`src/rtl/alu_pkg.sv`:
```
// Shared opcode, flag-index and sequencer-state definitions for the shared ALU block.
package alu_pkg;

  localparam logic [3:0] ALU_ADD  = 4'd0;
  localparam logic [3:0] ALU_SUB  = 4'd1;
  localparam logic [3:0] ALU_AND  = 4'd2;
  localparam logic [3:0] ALU_OR   = 4'd3;
  localparam logic [3:0] ALU_XOR  = 4'd4;
  localparam logic [3:0] ALU_SLT  = 4'd5;
  localparam logic [3:0] ALU_SLL  = 4'd6;
  localparam logic [3:0] ALU_SRL  = 4'd7;
  localparam logic [3:0] ALU_SRA  = 4'd8;
  localparam logic [3:0] ALU_SLTU = 4'd9;

  localparam int FLG_V = 3;
  localparam int FLG_C = 2;
  localparam int FLG_N = 1;
  localparam int FLG_Z = 0;

  typedef enum logic [1:0] {
    ST_IDLE = 2'd0,
    ST_EXEC = 2'd1,
    ST_RESP = 2'd2
  } state_t;

endpackage

```
`src/rtl/alu.sv`:
```
// Combinational RV32I ALU; v/cout only meaningful for ADD/SUB, undefined opcodes yield 0.
module ALU
  import alu_pkg::*;
(
  input  logic [31:0] A,
  input  logic [31:0] B,
  input  logic [3:0]  ALUcontrol,
  output logic [31:0] Result,
  output logic [3:0]  flags
);

  logic        is_sub;
  logic        is_arith;
  logic [31:0] b_mux;
  logic [32:0] sum;

  always_comb begin
    is_sub   = (ALUcontrol == ALU_SUB);
    is_arith = (ALUcontrol == ALU_ADD) || is_sub;
    b_mux    = is_sub ? ~B : B;
    sum      = {1'b0, A} + {1'b0, b_mux} + {32'd0, is_sub};

    case (ALUcontrol)
      ALU_ADD, ALU_SUB: Result = sum[31:0];
      ALU_AND:          Result = A & B;
      ALU_OR:           Result = A | B;
      ALU_XOR:          Result = A ^ B;
      ALU_SLT:          Result = {31'd0, $signed(A) < $signed(B)};
      ALU_SLL:          Result = A << B[4:0];
      ALU_SRL:          Result = A >> B[4:0];
      ALU_SRA:          Result = 32'($signed(A) >>> B[4:0]);
      ALU_SLTU:         Result = {31'd0, A < B};
      default:          Result = 32'd0;
    endcase

    flags        = 4'd0;
    flags[FLG_V] = is_arith && (A[31] == b_mux[31]) && (sum[31] != A[31]);
    flags[FLG_C] = is_arith && sum[32];
    flags[FLG_N] = Result[31];
    flags[FLG_Z] = (Result == 32'd0);
  end

endmodule

```
`src/rtl/alu_share_arb_rr_arb2.sv`:
```
// Two-requester round-robin grant: a tie goes to the port that was not granted last.
module rr_arb2 (
  input  logic [1:0] req_valid_i,
  input  logic       last_grant_i,
  output logic [1:0] gnt_o
);

  always_comb begin
    case (req_valid_i)
      2'b01:   gnt_o = 2'b01;
      2'b10:   gnt_o = 2'b10;
      2'b11:   gnt_o = last_grant_i ? 2'b01 : 2'b10;
      default: gnt_o = 2'b00;
    endcase
  end

endmodule

```
`src/rtl/alu_share_arb.sv`:
```
// Shares one ALU between two requesters: accept (IDLE), compute/capture (EXEC), hold response (RESP).
module alu_share_arb
  import alu_pkg::*;
#(
  localparam int NPORT = 2
) (
  input  logic             clk,
  input  logic             rst_n,
  input  logic [NPORT-1:0] req_valid,
  output logic [NPORT-1:0] req_ready,
  input  logic [31:0]      req_A0,
  input  logic [31:0]      req_B0,
  input  logic [3:0]       req_ALUcontrol0,
  input  logic [31:0]      req_A1,
  input  logic [31:0]      req_B1,
  input  logic [3:0]       req_ALUcontrol1,
  output logic [NPORT-1:0] rsp_valid,
  input  logic [NPORT-1:0] rsp_ready,
  output logic [31:0]      rsp_result,
  output logic [3:0]       rsp_flags,
  output logic             busy
);

  state_t      state_q, state_d;
  logic        last_grant_q, cur_port_q;
  logic [31:0] op_a_q, op_b_q, res_q;
  logic [3:0]  op_ctl_q, flg_q;
  logic [1:0]  gnt;
  logic        accept, rsp_done;
  logic [31:0] alu_res;
  logic [3:0]  alu_flg;

  rr_arb2 u_arb (
    .req_valid_i  (req_valid),
    .last_grant_i (last_grant_q),
    .gnt_o        (gnt)
  );

  ALU u_alu (
    .A          (op_a_q),
    .B          (op_b_q),
    .ALUcontrol (op_ctl_q),
    .Result     (alu_res),
    .flags      (alu_flg)
  );

  assign accept   = (state_q == ST_IDLE) && (gnt != 2'b00);
  assign rsp_done = rsp_ready[cur_port_q];

  always_ff @(posedge clk or negedge rst_n) begin
    if (!rst_n) state_q <= ST_IDLE;
    else        state_q <= state_d;
  end

  always_comb begin
    state_d = state_q;
    case (state_q)
      ST_IDLE: if (accept) state_d = ST_EXEC;
      ST_EXEC: state_d = ST_RESP;
      ST_RESP: if (rsp_done) state_d = ST_IDLE;
      default: state_d = ST_IDLE;
    endcase
  end

  always_comb begin
    req_ready  = (state_q == ST_IDLE) ? gnt : 2'b00;
    rsp_valid  = 2'b00;
    if (state_q == ST_RESP) rsp_valid = cur_port_q ? 2'b10 : 2'b01;
    busy       = (state_q != ST_IDLE);
    rsp_result = res_q;
    rsp_flags  = flg_q;
  end

  // Operands come from the granted port; the response registers load only in EXEC.
  always_ff @(posedge clk or negedge rst_n) begin
    if (!rst_n) begin
      last_grant_q <= 1'b1;
      cur_port_q   <= 1'b0;
      op_a_q       <= 32'd0;
      op_b_q       <= 32'd0;
      op_ctl_q     <= 4'd0;
      res_q        <= 32'd0;
      flg_q        <= 4'd0;
    end else begin
      if (accept) begin
        last_grant_q <= gnt[1];
        cur_port_q   <= gnt[1];
        op_a_q       <= gnt[1] ? req_A1 : req_A0;
        op_b_q       <= gnt[1] ? req_B1 : req_B0;
        op_ctl_q     <= gnt[1] ? req_ALUcontrol1 : req_ALUcontrol0;
      end
      if (state_q == ST_EXEC) begin
        res_q <= alu_res;
        flg_q <= alu_flg;
      end
    end
  end

endmodule
```
`config.mk`:
```
export PLATFORM = sky130hd
export DESIGN_NAME = alu_share_arb
export DESIGN_NICKNAME = d
export VERILOG_FILES = /design/src/rtl/alu_pkg.sv /design/src/rtl/alu.sv /design/src/rtl/alu_share_arb_rr_arb2.sv /design/src/rtl/alu_share_arb.sv
export SDC_FILE = /design/constraint.sdc
export NUM_CORES = 1
export LEC_CHECK = 0
export ABC_AREA = 1
export BUFFER_PORTS_ARGS = -buffer_cell sky130_fd_sc_hd__buf_2
export CAP_MARGIN = 20
export CORE_ASPECT_RATIO = 2
export CORE_MARGIN = 5
export CORE_UTILIZATION = 50
export DETAILED_ROUTE_END_ITERATION = 10
export GPL_TIMING_DRIVEN = 1
export PLACE_DENSITY_LB_ADDON = 0.2
export SETUP_SLACK_MARGIN = 0.1
export SLEW_MARGIN = 20
export SYNTH_ARGS = -nofsm -noshare
export SYNTH_HDL_FRONTEND = slang
export SYNTH_HIERARCHICAL = 1
export SYNTH_SLANG_ARGS = --single-unit
```
`constraint.sdc`:
```
create_clock -name clk -period 4 [get_ports clk]
set_clock_uncertainty 0.1 [all_clocks]
set_input_delay 1 -clock clk [delete_from_list [all_inputs] [get_ports clk]]
set_output_delay 1 -clock clk [all_outputs]
set_load 0.01 [all_outputs]
```
After elaboration in Yosys (flattened, before gate mapping)
Cells that the tools add are included.
{"block": "classes", "n_eq_ne": 18, "n_reduce_logical": 12, "n_addsub": 2, "mux": 15, "bitwise": 4, "magnitude_cmp": 3, "shifts": 3}
{"operator": "case mux 32 bit (9 select lines)", "count": 1}
{"operator": "2-to-1 mux 32 bit", "count": 3}
{"operator": "< comparator 32 bit", "count": 2}
{"operator": "adder 32 x 32 -> 33 bit", "count": 1}
{"operator": "adder 33 x 1 -> 33 bit", "count": 1}
{"operator": "bitwise AND 32 bit", "count": 1}
{"operator": "zero test 32 bit", "count": 1}
{"operator": "NOT 32 bit", "count": 1}
{"operator": "OR 32 bit", "count": 1}
{"operator": "<< shifter 32 x 5 -> 32 bit", "count": 1}
{"operator": ">> shifter 32 x 5 -> 32 bit", "count": 1}
{"operator": ">>> shifter 32 x 5 -> 32 bit", "count": 1}
{"operator": "bitwise XOR 32 bit", "count": 1}
{"operator": "== test 4 x 3 -> 1 bit, second input constant", "count": 4}
{"operator": "2-to-1 mux 2 bit", "count": 6}
{"operator": "case mux 2 bit (3 select lines)", "count": 2}
{"operator": "== test 4 x 2 -> 1 bit, second input constant", "count": 2}
{"operator": "== test 4 bit, second input constant", "count": 2}
{"operator": "== test 2 bit, second input constant", "count": 3}
{"operator": "== test 2 x 1 -> 1 bit, second input constant", "count": 2}
{"operator": "== test 4 x 1 -> 1 bit, second input constant", "count": 1}
{"operator": "logical AND 1 bit", "count": 4}
{"operator": "zero test 4 bit", "count": 1}
{"operator": "2-to-1 mux 4 bit", "count": 1}
{"operator": "other kinds (10)", "count": 13}
{"block": "totals", "wordCells": 65, "out_inout_bits": 41, "ff_bits": 108, "input_bits": 142}

Longest topological paths before layout
Gate-level depths: netlist of the first run.
{"block": "logic_depth", "word_depth": 6, "depth_mapped": 26, "depth_no_buf": 25}

Modules after synthesis
Netlist of the first run, hierarchy kept.
{"module": "ALU", "cells_each": 1772, "instances": 1, "area_per_inst_um2": 9295.2, "seq_area_each_um2": 0.0}
{"module": "alu_share_arb", "cells_each": 691, "instances": 1, "area_per_inst_um2": 5071.1, "seq_area_each_um2": 2703.8}
{"module": "rr_arb2", "cells_each": 5, "instances": 1, "area_per_inst_um2": 21.3, "seq_area_each_um2": 0.0}

Worst setup path before layout of the first run
Ideal clock, no wire load.
{"block": "synth_path", "path_kind": "flip-flop to flip-flop", "startpoint": "reg op_ctl_q[0]", "endpoint": "reg flg_q[0] (netlist: rsp_flags[0])", "arrival_ps": 2996, "setup_ps": 65, "slack_ps": 839, "required_ps": 3835, "path_buffers": 1, "synth_period_minus_slack_ps": 3161, "path_stages_with_launch": 25, "cell_sequence": "dfrtp_1 -> inv_2 -> nor2_4 -> nand2_1 -> buf_1 -> xor2_1 -> ha_1 -> nand2_1 -> inv_1 -> a21oi_1 -> nand2_1 -> nand2_1 -> nand2_1 -> or2_1 -> nand3_1 -> nand2_1 -> inv_1 -> nand2_1 -> nor2_1 -> nand2_1 -> nor2_1 -> nand2_1 -> nor2_1 -> nand3_1 -> nand2_1"}
{"block": "synth_between", "elab_chain_len": 6, "elab_cells_between_ends": 16, "cone_classes": "add/sub (2); eq/ne (9); mux (2); reduce/logical (3)"}
{"element": "from (decl)", "line_no": "alu_share_arb.sv:27", "source": "logic [3:0] op_ctl_q, flg_q;"}
{"element": "from (signal assigned)", "line_no": "alu_share_arb.sv:90", "source": "op_ctl_q <= gnt[1] ? req_ALUcontrol1 : req_ALUcontrol0;"}
{"element": "== test 4 x 1 -> 1 bit", "line_no": "alu.sv:18, alu.sv:23"}
{"element": "2-to-1 mux 32 bit", "line_no": "alu.sv:20", "source": "b_mux = is_sub ? ~B : B;"}
{"element": "adder 32 x 32 -> 33 bit", "line_no": "alu.sv:21", "source": "sum = {1'b0, A} + {1'b0, b_mux} + {32'd0, is_sub};"}
{"element": "adder 33 x 1 -> 33 bit", "line_no": "alu.sv:21"}
{"element": "case mux 32 bit (9 select lines) *", "line_no": "alu.sv:23", "source": "case (ALUcontrol)"}
{"element": "named net alu_res[10]", "line_no": "alu_share_arb.sv:30", "source": "logic [31:0] alu_res;"}
{"element": "zero test 32 bit *", "line_no": "alu.sv:40", "source": "flags[FLG_Z] = (Result == 32'd0);"}
{"element": "named net alu_flg[0]", "line_no": "alu_share_arb.sv:31", "source": "logic [3:0] alu_flg;"}
{"element": "to (signal assigned)", "line_no": "alu_share_arb.sv:94", "source": "flg_q <= alu_flg;"}
{"element": "to (decl)", "line_no": "alu_share_arb.sv:27"}
Mark *: on every way through the listed nets, which the timed path passes. The rest lies on a longest branch.
A chain may end at the register's enable or synchronous reset.

Worst setup path after layout of the first run
{"block": "layout_path", "startpoint": "reg op_ctl_q[1]", "endpoint": "reg flg_q[0] (netlist: rsp_flags[0])"}
{"block": "layout_between", "elab_chain_len": 6, "elab_cells_between_ends": 16, "cone_classes": "add/sub (2); eq/ne (9); mux (2); reduce/logical (3)"}
{"element": "== test 4 x 1 -> 1 bit", "line_no": "alu.sv:18, alu.sv:23"}
{"element": "2-to-1 mux 32 bit", "line_no": "alu.sv:20"}
{"element": "adder 32 x 32 -> 33 bit", "line_no": "alu.sv:21"}
{"element": "adder 33 x 1 -> 33 bit", "line_no": "alu.sv:21"}
{"element": "case mux 32 bit (9 select lines) *", "line_no": "alu.sv:23"}
{"element": "zero test 32 bit *", "line_no": "alu.sv:40"}
{"element": "named net alu_flg[0]", "line_no": "alu_share_arb.sv:31"}
Marked as above.

==> out/metrics.yaml, run 1 <==
tritoncts: "built"
drt-vias-per-instance: 5.60
flow.area_growth_from_synthesis_pct: 10.2
vias: 16600
die_x_um: 130
cts.htree.levels: 3
crit_path_max_incr_delay_ns: 0.47
reg2reg_setup_slack_ns: 0.30
postSynthCellCount: 2468
route.met3.wl_um: 3840
timing.final.hold_violations: 0
die_y_um: 250
final_routed_wirelength_um: 58600
start_util_pct: 50.3
cp-endpoint: "rsp_flags[0]$_DFFE_PN0N_"
postRouteAntennaNets: 0
met2_wirelength_um: 26900
setup_violations: 0
dominantRegCellSynth: "sky130_fd_sc_hd__dfrtp_1"
timing.max_slew.rel_slack_pct: 44.3
critPathMaxFanout: 31
worst_path_most_repeated_cell: "sky130_fd_sc_hd__nand2_1"
power-per-cell-area_nw_per_um2: 1020
grt.total_usage_pct: 35.9
cts_inserted_buffers: 9
worst-setup-path-type: "reg2reg"
synth_area_in_compound_gates_pct: 7.86
mostFrequentLayoutCell: "sky130_fd_sc_hd__nand2_1"
worstSetupPathDepth: 22
r2r_end: "rsp_flags[0]$_DFFE_PN0N_"
dp_slack_ns: 0.271
netlist-cell-type-count: 50
post_synth_and_or_nand_nor_area_fraction_pct: 49.1
yosys_register_bits: 108
drcViolationCount: 0
cp_startpoint_kind: "flip-flop"
synthXorXnorAreaFrac_pct: 2.01
final_cell_mix: "1081 x sky130_fd_sc_hd__nand2_1, 348 x sky130_fd_sc_hd__nand3_1, 216 x sky130_fd_sc_hd__inv_1"
worst_skew_pair.late_latency_ns: 0.39
grt_max_degree: 70
crit_chain: "nor2_4, nand2_1, buf_12, xor2_1, ha_1, nand2_1, inv_1, a21oi_1, nand2_1, nand2_1, nand2_1, nand2_1, nand3_1, nor2_1, nor2_1, nor2_2, nand2_1, nor2_1, nand3_1, nor2_1, nand3_1, nand2_1"
highest_layer: "met4"
dominant_combinational_cell_family_by_area_after_synthesis: "simple AND/OR/NAND/NOR gates"
fin_hold_ws_ns: 0.368
number_of_sinks_driven_by_the_clock_tree: 108
global_route.overflow_total: 0
global_route_wire_length_before_repair_um: 88500
crit_buf_inv: 2
worst-endpoint-arrival_ns: 3.93
yosys_warnings: 6
fin_nets: 2875
peak_ir_drop_on_the_vdd_network_v: 0.000561
io_pins: 183
origin_of_the_critical_flop_to_flop_path: "op_ctl_q[1]$_DFFE_PN0P_"
port_buffers: 182
area_of_the_mapped_netlist_um2: 14400
r2r.worst_path.cells: 22
post-dp-hpwl_um: 47700
tritonroute_pass_1_iters: 8
maxCapViolations: 0
crit_startpoint: "op_ctl_q[1]$_DFFE_PN0P_"
max-clock-path-buffers: 2
drive_above_1_share_pct: 12.9
postSynth.asyncResetShare_pct: 100
synth_fa_ha_area_share_pct: 11.3
outcome: "finished clean"
worstHoldPathType: "reg2reg"
tightest_slew_ns: 0.832
avgSynthCellArea_um2: 5.83
slew_violations: 0
cts_root_buf: "sky130_fd_sc_hd__clkbuf_16"
net_count_of_the_mapped_netlist: 2739
fmaxAchievable_mhz: 270
cts.reportedPaths.clkPinSlew_ns: 0.08
critical_path.top_delay_family: "simple AND/OR/NAND/NOR gates"
dieArea_um2: 32500
totalNegativeSetupSlack_ns: 0
antenna_found_initial: 0
yosys-mux-area-fraction_pct: 0
drtIter0Drc: 1347
gp_congestion: 1.07
fin_ws_ns: 0.297
holdBufCountCts: 0
total_leakage_power_nw: 9.32
synth_enable_flop_cells: 0
worst_ep_required_time_ns: 4.22
endpoint_kind: "flip-flop"
met1Wirelength_um: 21400
final_min_period_over_clock_period_pct: 92.6
placement_rows: 88
grt_setup_unrepaired: "false"
synth_sequential_area_ratio_pct: 18.8
wl_per_cell_um: 19.7
first_global_vias: 15700
floorplan.core_area_um2: 28600
cp_slowest_cell: "sky130_fd_sc_hd__dfrtp_1"
min_cycle_time_layout_ns: 3.70
==> flip-flops by register name, summed over array words and instances, names as in the netlist <==
signal,count
state_q,2
rsp_flags,4
cur_port_q,1
op_b_q,32
last_grant_q,1
rsp_result,32
op_ctl_q,4
op_a_q,32
==> report_power, final <==
part | switching [W] | internal (W) | total, W
combinational | 0.00894 | 0.00399 | 0.0129
sequential | 0.000767 | 0.00157 | 0.00233
clock | 0.000506 | 0.000453 | 0.000959
total | 0.0102 | 0.00601 | 0.0162
==> metal layers <==
metal / up-vias / global-route usage [%]
li1: 8119 / -
met1: 7496 / 41.4
met2: 765 / 57.4
met3: 242 / 4.73
met4: 0 / 30.4
met5: - / 0
==> final cells by class <==
type	count	area (µm²)
clock buffers	9	225
well taps	360	450
flip-flops and latches	108	2710
repair buffers	238	1370
diodes	1	2.50
clock inverters	7	91.3
multi-input cells	2016	10100
inverters	231	875
fillers	3155	12800
==> synthesized netlist by cell type, drive strengths merged (7+ instances only) <==
library cell | count | share of area (%)
nand2 | 1112 | 30
o211ai | 11 | 0.57
buf | 95 | 4.4
nand4 | 13 | 0.57
o2111ai | 7 | 0.43
inv | 230 | 6.1
ha | 128 | 11
xor2 | 32 | 1.9
nor2 | 146 | 4.1
dfrtp | 107 | 19
nand3b | 7 | 0.37
nor3 | 14 | 0.49
nand3 | 361 | 13
o21ai | 58 | 2.0
a21oi | 78 | 2.8
clkbuf | 18 | 0.47
==> cells by family (layout without fill, tap and decap cells) <==
logic type / after synthesis / in the layout
xor+xnor: 33 / 33
flops: 108 / 108
compound gates: 192 / 192
other cells: 0 / 1
buf+inv: 344 / 485
fa+ha+maj: 129 / 129
simple gates: 1662 / 1662
==> repair_timing <==
action / 4_1_cts / 5_1_grt
endpoints found under the setup margin: 0 / 1
endpoints found under the hold margin: 0 / 0
resized for setup: 0 / 6
setup buffers: 0 / 0
==> worst min-delay path by stage <==
stage,from,endpoint,cells past startpoint
6_report,rsp_result[4]$_DFFE_PN0N_,rsp_result[4]$_DFFE_PN0N_,2
5_1_grt,rsp_result[10]$_DFFE_PN0N_,rsp_result[10]$_DFFE_PN0N_,2
4_1_cts,rsp_result[9]$_DFFE_PN0N_,rsp_result[9]$_DFFE_PN0N_,2
3_5_place_dp,rsp_result[9]$_DFFE_PN0N_,rsp_result[9]$_DFFE_PN0N_,2
3_3_place_gp,rsp_result[14]$_DFFE_PN0N_,rsp_result[14]$_DFFE_PN0N_,2
2_1_floorplan,last_grant_q$_DFFE_PN1P_,last_grant_q$_DFFE_PN1P_,2
==> per-stage QoR <==
step | util [%] | total power, W | instances | area [µm²]
after floorplan | - | 0.0109 | 2468 | 14400
after global placement | 54.2 | 0.0149 | 2953 | 15500
after detailed placement | 54.2 | 0.0149 | 2953 | 15500
after CTS | 55.3 | 0.0159 | 2969 | 15800
after global routing | 55.4 | 0.0176 | 2969 | 15900
final | 55.4 | 0.0162 | 2970 | 15900
==> tightest hold or removal path, stage by stage (launching register included) <==
cell	delay, ns
sky130_fd_sc_hd__dfrtp_1	0.35
sky130_fd_sc_hd__nand2_1	0.05
sky130_fd_sc_hd__nand2_1	0.04
Power figures use the tool's default switching activity.
==> run 2, diff against run 1 <==
--- a/config.mk
+++ b/config.mk
@@ -8,12 +8,12 @@
 export ABC_AREA = 1
 export BUFFER_PORTS_ARGS = -buffer_cell sky130_fd_sc_hd__buf_2
 export CAP_MARGIN = 20
-export CORE_ASPECT_RATIO = 2
 export CORE_MARGIN = 5
 export CORE_UTILIZATION = 50
 export DETAILED_ROUTE_END_ITERATION = 10
 export GPL_TIMING_DRIVEN = 1
 export PLACE_DENSITY_LB_ADDON = 0.2
+export RECOVER_POWER = 25
 export SETUP_SLACK_MARGIN = 0.1
 export SLEW_MARGIN = 20
 export SYNTH_ARGS = -nofsm -noshare
==> out/metrics.yaml, run 2 (synthesis results as in run 1) <==
crit_startpoint: "op_ctl_q[3]$_DFFE_PN0P_"  # was op_ctl_q[1]$_DFFE_PN0P_
min_cycle_time_layout_ns: 3.70  # about the same
drive_above_1_share_pct: 12.7  # was 12.9%
first_global_vias: 15300  # was 15700
switching_power_total_w: 0.0104  # was 0.0102 W
total_leakage_power_nw: 9.30  # was 9.32 nW
post-dp-hpwl_um: 46800  # was 47700 µm
worst-endpoint-arrival_ns: 3.90  # was 3.93 ns
slew_violations: 109  # was 0
postRouteAntennaNets: 0  # unchanged
cts.htree.levels: 3  # unchanged
tritoncts: "built"  # unchanged
totalNegativeSetupSlack_ns: 0  # unchanged
sw_frac_of_total_pct: 63.2  # was 62.9%
max-clock-path-buffers: 2  # unchanged
failed_checks: "max-capacitance violations, max-slew violations"
mostFrequentLayoutCell: "sky130_fd_sc_hd__nand2_1"  # unchanged
multi_input_area_um2: 10100  # unchanged
cp_startpoint_kind: "flip-flop"  # unchanged
floorplan.core_area_um2: 28500  # was 28600 µm²
diodes: 0  # was 1
placement_rows: 62  # was 88
fin_nets: 2869  # was 2875
final_routed_wirelength_um: 59000  # was 58600 µm
critPathMaxFanout: 16  # was 31
die_x_um: 180  # was 130 µm
setup_violations: 0  # unchanged
power-per-cell-area_nw_per_um2: 1030  # was 1020 nW/µm²
grt_setup_unrepaired: "false"  # unchanged
outcome: "complete, but fails checks"  # was finished clean
power_frac_comb_pct: 79.3  # was 79.7%
io_pins: 183  # unchanged
fmaxAchievable_mhz: 271  # was 270 MHz
drtIter0Drc: 2221  # was 1347
fillers: 3046  # was 3155
tightest_slew_ns: 2.50  # was 0.832 ns
vias: 16900  # was 16600
dieArea_um2: 32300  # was 32500 µm²
final_cell_mix: "1079 x sky130_fd_sc_hd__nand2_1, 348 x sky130_fd_sc_hd__nand3_1, 216 x sky130_fd_sc_hd__inv_1"  # was 1081 x sky130_fd_sc_hd__nand2_1, 348 x sky130_fd_sc_hd__nand3_1, 216 x sky130_fd_sc_hd__inv_1
dp_slack_ns: 0.247  # was 0.271 ns
maxCapViolations: 1  # was 0
final_min_period_over_clock_period_pct: 92.4  # was 92.6%
gp_congestion: 1.09  # was 1.07
peak_ir_drop_on_the_vdd_network_v: 0.000592  # was 0.000561 V
relative_contribution_of_sequential_cells_to_total_power_pct: 14.4  # about the same
antenna_found_initial: 3  # was 0
cts.reportedPaths.clkPinSlew_ns: 0.09  # was 0.08 ns
timing.max_slew.rel_slack_pct: -66.8  # was 44.3%
drt-vias-per-instance: 5.67  # was 5.60
postCtsSetupRepairBufs: 0  # unchanged
port_buffers: 182  # unchanged
register_area_um2: 2710  # unchanged
worst_ep_required_time_ns: 4.20  # was 4.22 ns
origin_of_the_critical_flop_to_flop_path: "op_ctl_q[3]$_DFFE_PN0P_"  # was op_ctl_q[1]$_DFFE_PN0P_
number_of_sinks_driven_by_the_clock_tree: 108  # unchanged
flow.area_growth_from_synthesis_pct: 10.2  # about the same
wl_per_cell_um: 19.7  # about the same
die_y_um: 180  # was 250 µm
global_route.overflow_total: 0  # unchanged
cts_inserted_buffers: 9  # unchanged
share_clk_of_total_power_pct: 6.3  # was 5.9%
timing.final.hold_violations: 0  # unchanged
worstHoldPathType: "reg2reg"  # unchanged
layoutNonFillerInstCount: 2987  # was 2970
cts_root_buf: "sky130_fd_sc_hd__clkbuf_16"  # unchanged
post-place-cells: 2970  # was 2953
start_util_pct: 50.4  # was 50.3%
worst-setup-path-type: "reg2reg"  # unchanged
grt.total_usage_pct: 34.7  # was 35.9%
min-delay-start: "rsp_result[27]$_DFFE_PN0N_"  # was rsp_result[4]$_DFFE_PN0N_
global_route_wire_length_before_repair_um: 88700  # was 88500 µm
cts-resized-gates: 0  # unchanged
tritonroute_pass_1_iters: 6  # was 8
fin_ws_ns: 0.304  # was 0.297 ns
grt_max_degree: 109  # was 70
holdBufCountCts: 0  # unchanged
worst_skew_pair.late_latency_ns: 0.37  # was 0.39 ns
power.internal_w: 0.00602  # was 0.00601 W
drcViolationCount: 0  # unchanged
endpoint_kind: "flip-flop"  # unchanged
## run 2: cell count changes in the layout (fill, tap and decap cells not counted), moves of 2 or more
cell / before / now
sky130_fd_sc_hd__inv_8: 0 / 2
sky130_fd_sc_hd__buf_4: 54 / 46
sky130_fd_sc_hd__nand2_2: 13 / 15
sky130_fd_sc_hd__nor2_1: 133 / 135
sky130_fd_sc_hd__nand2_1: 1081 / 1079
sky130_fd_sc_hd__nor2_2: 9 / 7
## run 2: layout make-up
class / count / share of cell area, %
Tap cell: 384 / 3.03
Clock buffer: 9 / 1.42
Timing Repair Buffer: 232 / 8.38
Multi-Input combinational cell: 2016 / 63.9
Clock inverter: 7 / 0.639
Sequential cell: 108 / 17.1
Inverter: 231 / 5.52
## run 2: stage by stage
step / hold WS, ns / utilization (%) / cell area [µm²] / total power [W]
finish: 0.370 / 55.5 / 15900 / 0.0164
floorplan: 0.349 / - / 14400 / 0.0109
global route: 0.392 / 55.5 / 15900 / 0.0176
CTS: 0.375 / 55.4 / 15800 / 0.0159
global placement: 0.350 / 54.3 / 15500 / 0.0147
detailed placement: 0.354 / 54.3 / 15500 / 0.0148
## run 2: per-layer routing
layer	up-vias	global-route usage (%)	share of wire [%]	wire, µm
met3	150	7.58	11	6670
met5	-	0	0.12	69
met1	7654	48.0	42	24700
met4	4	16.3	5.4	3180
met2	996	51.6	41	24400
li1	8118	-	-	-
## run 2: final timing paths
kind,endpoint,slack [ns],cells past startpoint
setup / recovery,rsp_flags[0]$_DFFE_PN0N_,0.30,23
hold / removal,rsp_result[27]$_DFFE_PN0N_,0.37,2
setup reg to reg,rsp_flags[0]$_DFFE_PN0N_,0.30,23
hold reg to reg,rsp_result[27]$_DFFE_PN0N_,0.37,2
max in group asynchronous,op_ctl_q[0]$_DFFE_PN0P_,0.74,2
min in group asynchronous,rsp_result[3]$_DFFE_PN0N_,1.41,2
## run 2: critical path: stages, from the launching register on
cell and delay [ns]:
sky130_fd_sc_hd__dfrtp_1 0.46, sky130_fd_sc_hd__nor2_4 0.17, sky130_fd_sc_hd__nand2_2 0.15, sky130_fd_sc_hd__buf_12 0.20, sky130_fd_sc_hd__xor2_1 0.15, sky130_fd_sc_hd__ha_1 0.37, sky130_fd_sc_hd__nand2_1 0.10, sky130_fd_sc_hd__nor2_1 0.23
sky130_fd_sc_hd__nand2_1 0.10, sky130_fd_sc_hd__nand2_2 0.18, sky130_fd_sc_hd__nand2_1 0.07, sky130_fd_sc_hd__nand2_1 0.14, sky130_fd_sc_hd__a21oi_1 0.08, sky130_fd_sc_hd__o21ai_0 0.08, sky130_fd_sc_hd__nand2_1 0.12, sky130_fd_sc_hd__inv_1 0.11
sky130_fd_sc_hd__nand2_1 0.10, sky130_fd_sc_hd__nor2_1 0.17, sky130_fd_sc_hd__nand2_1 0.08, sky130_fd_sc_hd__nor2_1 0.12, sky130_fd_sc_hd__nand2_1 0.07, sky130_fd_sc_hd__nor2_1 0.11, sky130_fd_sc_hd__nand3_1 0.08, sky130_fd_sc_hd__nand2_1 0.09
## run 2: power groups by stage
stage,clock network [W],registers [W],logic (W)
2_1_floorplan,0,0.00210,0.00884
3_3_place_gp,0,0.00233,0.0124
3_5_place_dp,0,0.00235,0.0125
4_1_cts,0.00104,0.00233,0.0125
5_1_grt,0.00108,0.00239,0.0142
6_report,0.00102,0.00236,0.0130
==> run 3, diff against run 2 <==
--- a/config.mk
+++ b/config.mk
@@ -13,7 +13,6 @@
 export DETAILED_ROUTE_END_ITERATION = 10
 export GPL_TIMING_DRIVEN = 1
 export PLACE_DENSITY_LB_ADDON = 0.2
-export RECOVER_POWER = 25
 export SETUP_SLACK_MARGIN = 0.1
 export SLEW_MARGIN = 20
 export SYNTH_ARGS = -nofsm -noshare
==> out/metrics.yaml, run 3 (synthesis results as in run 1) <==
post-dp-hpwl_um: 46800  # unchanged
gp_congestion: 1.09  # unchanged
cts_root_buf: "sky130_fd_sc_hd__clkbuf_16"  # unchanged
outcome: "finished clean"  # was complete, but fails checks
diodes: 0  # unchanged
worst-endpoint-arrival_ns: 3.90  # about the same
dieArea_um2: 32300  # unchanged
r2r.worst_path.cells: 23  # unchanged
floorplan.core_area_um2: 28500  # unchanged
worst-setup-path-type: "reg2reg"  # unchanged
final_routed_wirelength_um: 58900  # was 59000 µm
cts.htree.levels: 3  # unchanged
dp_slack_ns: 0.247  # unchanged
critPathMaxFanout: 16  # unchanged
origin_of_the_critical_flop_to_flop_path: "op_ctl_q[3]$_DFFE_PN0P_"  # unchanged
first_global_vias: 15300  # unchanged
endpoint_kind: "flip-flop"  # unchanged
io_pins: 183  # unchanged
cp_startpoint_kind: "flip-flop"  # unchanged
drtIter0Drc: 2221  # unchanged
min_cycle_time_layout_ns: 3.69  # was 3.70 ns
maxCapViolations: 0  # was 1
power-per-cell-area_nw_per_um2: 1030  # about the same
worstHoldPathType: "reg2reg"  # unchanged
layoutNonFillerInstCount: 2987  # unchanged
tightest_slew_ns: 0.746  # was 2.50 ns
total_leakage_power_nw: 9.30  # about the same
cts.reportedPaths.clkPinSlew_ns: 0.09  # about the same
cts_inserted_buffers: 9  # unchanged
placement_rows: 62  # unchanged
tritonroute_pass_1_iters: 6  # unchanged
worst_ep_required_time_ns: 4.20  # about the same
grt_setup_unrepaired: "false"  # unchanged
fin_nets: 2869  # unchanged
die_y_um: 180  # unchanged
start_util_pct: 50.4  # unchanged
drive_above_1_share_pct: 12.7  # unchanged
mostFrequentLayoutCell: "sky130_fd_sc_hd__nand2_1"  # unchanged
vias: 16900  # about the same
postCtsSetupRepairBufs: 0  # unchanged
drt-vias-per-instance: 5.66  # was 5.67
postRouteAntennaNets: 0  # unchanged
number_of_sinks_driven_by_the_clock_tree: 108  # unchanged
max-clock-path-buffers: 2  # unchanged
antenna_found_initial: 3  # unchanged
reg2reg_setup_slack_ns: 0.31  # was 0.30 ns
min-delay-start: "rsp_result[27]$_DFFE_PN0N_"  # unchanged
global_route.overflow_total: 0  # unchanged
tritoncts: "built"  # unchanged
setup_violations: 0  # unchanged
whs_endpoint: "rsp_result[27]$_DFFE_PN0N_"  # unchanged
drcViolationCount: 0  # unchanged
fin_ws_ns: 0.305  # was 0.304 ns
port_buffers: 182  # unchanged
fmaxAchievable_mhz: 271  # about the same
final_min_period_over_clock_period_pct: 92.4  # about the same
worst_skew_pair.late_latency_ns: 0.37  # about the same
die_x_um: 180  # unchanged
wl_per_cell_um: 19.7  # about the same
totalNegativeSetupSlack_ns: 0  # unchanged
final_cell_mix: "1079 x sky130_fd_sc_hd__nand2_1, 348 x sky130_fd_sc_hd__nand3_1, 216 x sky130_fd_sc_hd__inv_1"  # unchanged
timing.final.hold_violations: 0  # unchanged
global_route_wire_length_before_repair_um: 88700  # unchanged
number_of_stages_on_the_worst_hold_path: 2  # unchanged
peak_ir_drop_on_the_vdd_network_v: 0.000592  # about the same
timing.max_slew.rel_slack_pct: 50.1  # was -66.8%
grt.total_usage_pct: 34.7  # unchanged
r2r_end: "rsp_flags[0]$_DFFE_PN0N_"  # unchanged
post-place-cells: 2970  # unchanged
grt_max_degree: 109  # unchanged
slew_violations: 0  # was 109
flow.area_growth_from_synthesis_pct: 10.3  # was 10.2%
run 3: cell type report:
type	instances	area [µm²]
multi-input combinational	2016	10100
fill	3044	12700
timing repair buffer	232	1340
clock buffer	9	225
tap	384	480
clock inverter	7	101
sequential	108	2710
inverter	231	875
run 3: critical path, stage by stage (launching register included):
cell	delay, ns
sky130_fd_sc_hd__dfrtp_1	0.46
sky130_fd_sc_hd__nor2_4	0.17
sky130_fd_sc_hd__nand2_2	0.15
sky130_fd_sc_hd__buf_12	0.20
sky130_fd_sc_hd__xor2_1	0.15
sky130_fd_sc_hd__ha_1	0.37
sky130_fd_sc_hd__nand2_1	0.10
sky130_fd_sc_hd__nor2_1	0.23
sky130_fd_sc_hd__nand2_1	0.10
sky130_fd_sc_hd__nand2_2	0.18
sky130_fd_sc_hd__nand2_1	0.07
sky130_fd_sc_hd__nand2_1	0.14
sky130_fd_sc_hd__a21oi_1	0.08
sky130_fd_sc_hd__o21ai_0	0.08
sky130_fd_sc_hd__nand2_1	0.12
sky130_fd_sc_hd__inv_1	0.11
sky130_fd_sc_hd__nand2_1	0.10
sky130_fd_sc_hd__nor2_1	0.17
sky130_fd_sc_hd__nand2_1	0.08
sky130_fd_sc_hd__nor2_1	0.12
sky130_fd_sc_hd__nand2_1	0.07
sky130_fd_sc_hd__nor2_1	0.11
sky130_fd_sc_hd__nand3_1	0.08
sky130_fd_sc_hd__nand2_1	0.09
run 3: how the worst max path moves through the flow:
stage                             from                       end  slack [ns]
6_report       op_ctl_q[3]$_DFFE_PN0P_  rsp_flags[0]$_DFFE_PN0N_        0.31
5_1_grt        op_ctl_q[1]$_DFFE_PN0P_  rsp_flags[0]$_DFFE_PN0N_        0.11
4_1_cts        op_ctl_q[3]$_DFFE_PN0P_  rsp_flags[0]$_DFFE_PN0N_        0.21
3_5_place_dp   op_ctl_q[2]$_DFFE_PN0P_  rsp_flags[0]$_DFFE_PN0N_        0.25
3_3_place_gp   op_ctl_q[3]$_DFFE_PN0P_  rsp_flags[0]$_DFFE_PN0N_        0.22
2_1_floorplan  op_ctl_q[0]$_DFFE_PN0P_  rsp_flags[0]$_DFFE_PN0N_        0.84
run 3: layer usage:
metal | vias to the layer above | global-route usage [%] | part of all wire, %
li1 | 8119 | - | -
met3 | 158 | 7.58 | 11
met2 | 991 | 51.6 | 41
met4 | 4 | 16.3 | 5.5
met5 | - | 0 | 0.12
met1 | 7645 | 48.0 | 42
run 3: metrics by stage:
step	util (%)	cell area, µm²	hold WS [ns]	power [W]
after floorplan	-	14400	0.349	0.0109
after global placement	54.3	15500	0.350	0.0147
final	55.6	15900	0.370	0.0164
after detailed placement	54.3	15500	0.354	0.0148
after CTS	55.4	15800	0.375	0.0159
after global routing	55.6	15900	0.392	0.0176
run 3: where the power goes:
| part | leakage, nW | total (W) | switching (W) | internal, W |
|---|---|---|---|---|
| logic | 7.78 | 0.0130 | 0.00904 | 0.00394 |
| clock network | 0.156 | 0.00102 | 0.000514 | 0.000510 |
| registers | 1.37 | 0.00236 | 0.000794 | 0.00157 |
| total | 9.30 | 0.0164 | 0.0104 | 0.00602 |
run 3: repair_timing:
item                                    CTS  global route
hold buffers                              0             0
endpoints found under the setup margin    0             1
resized for setup                         0             6
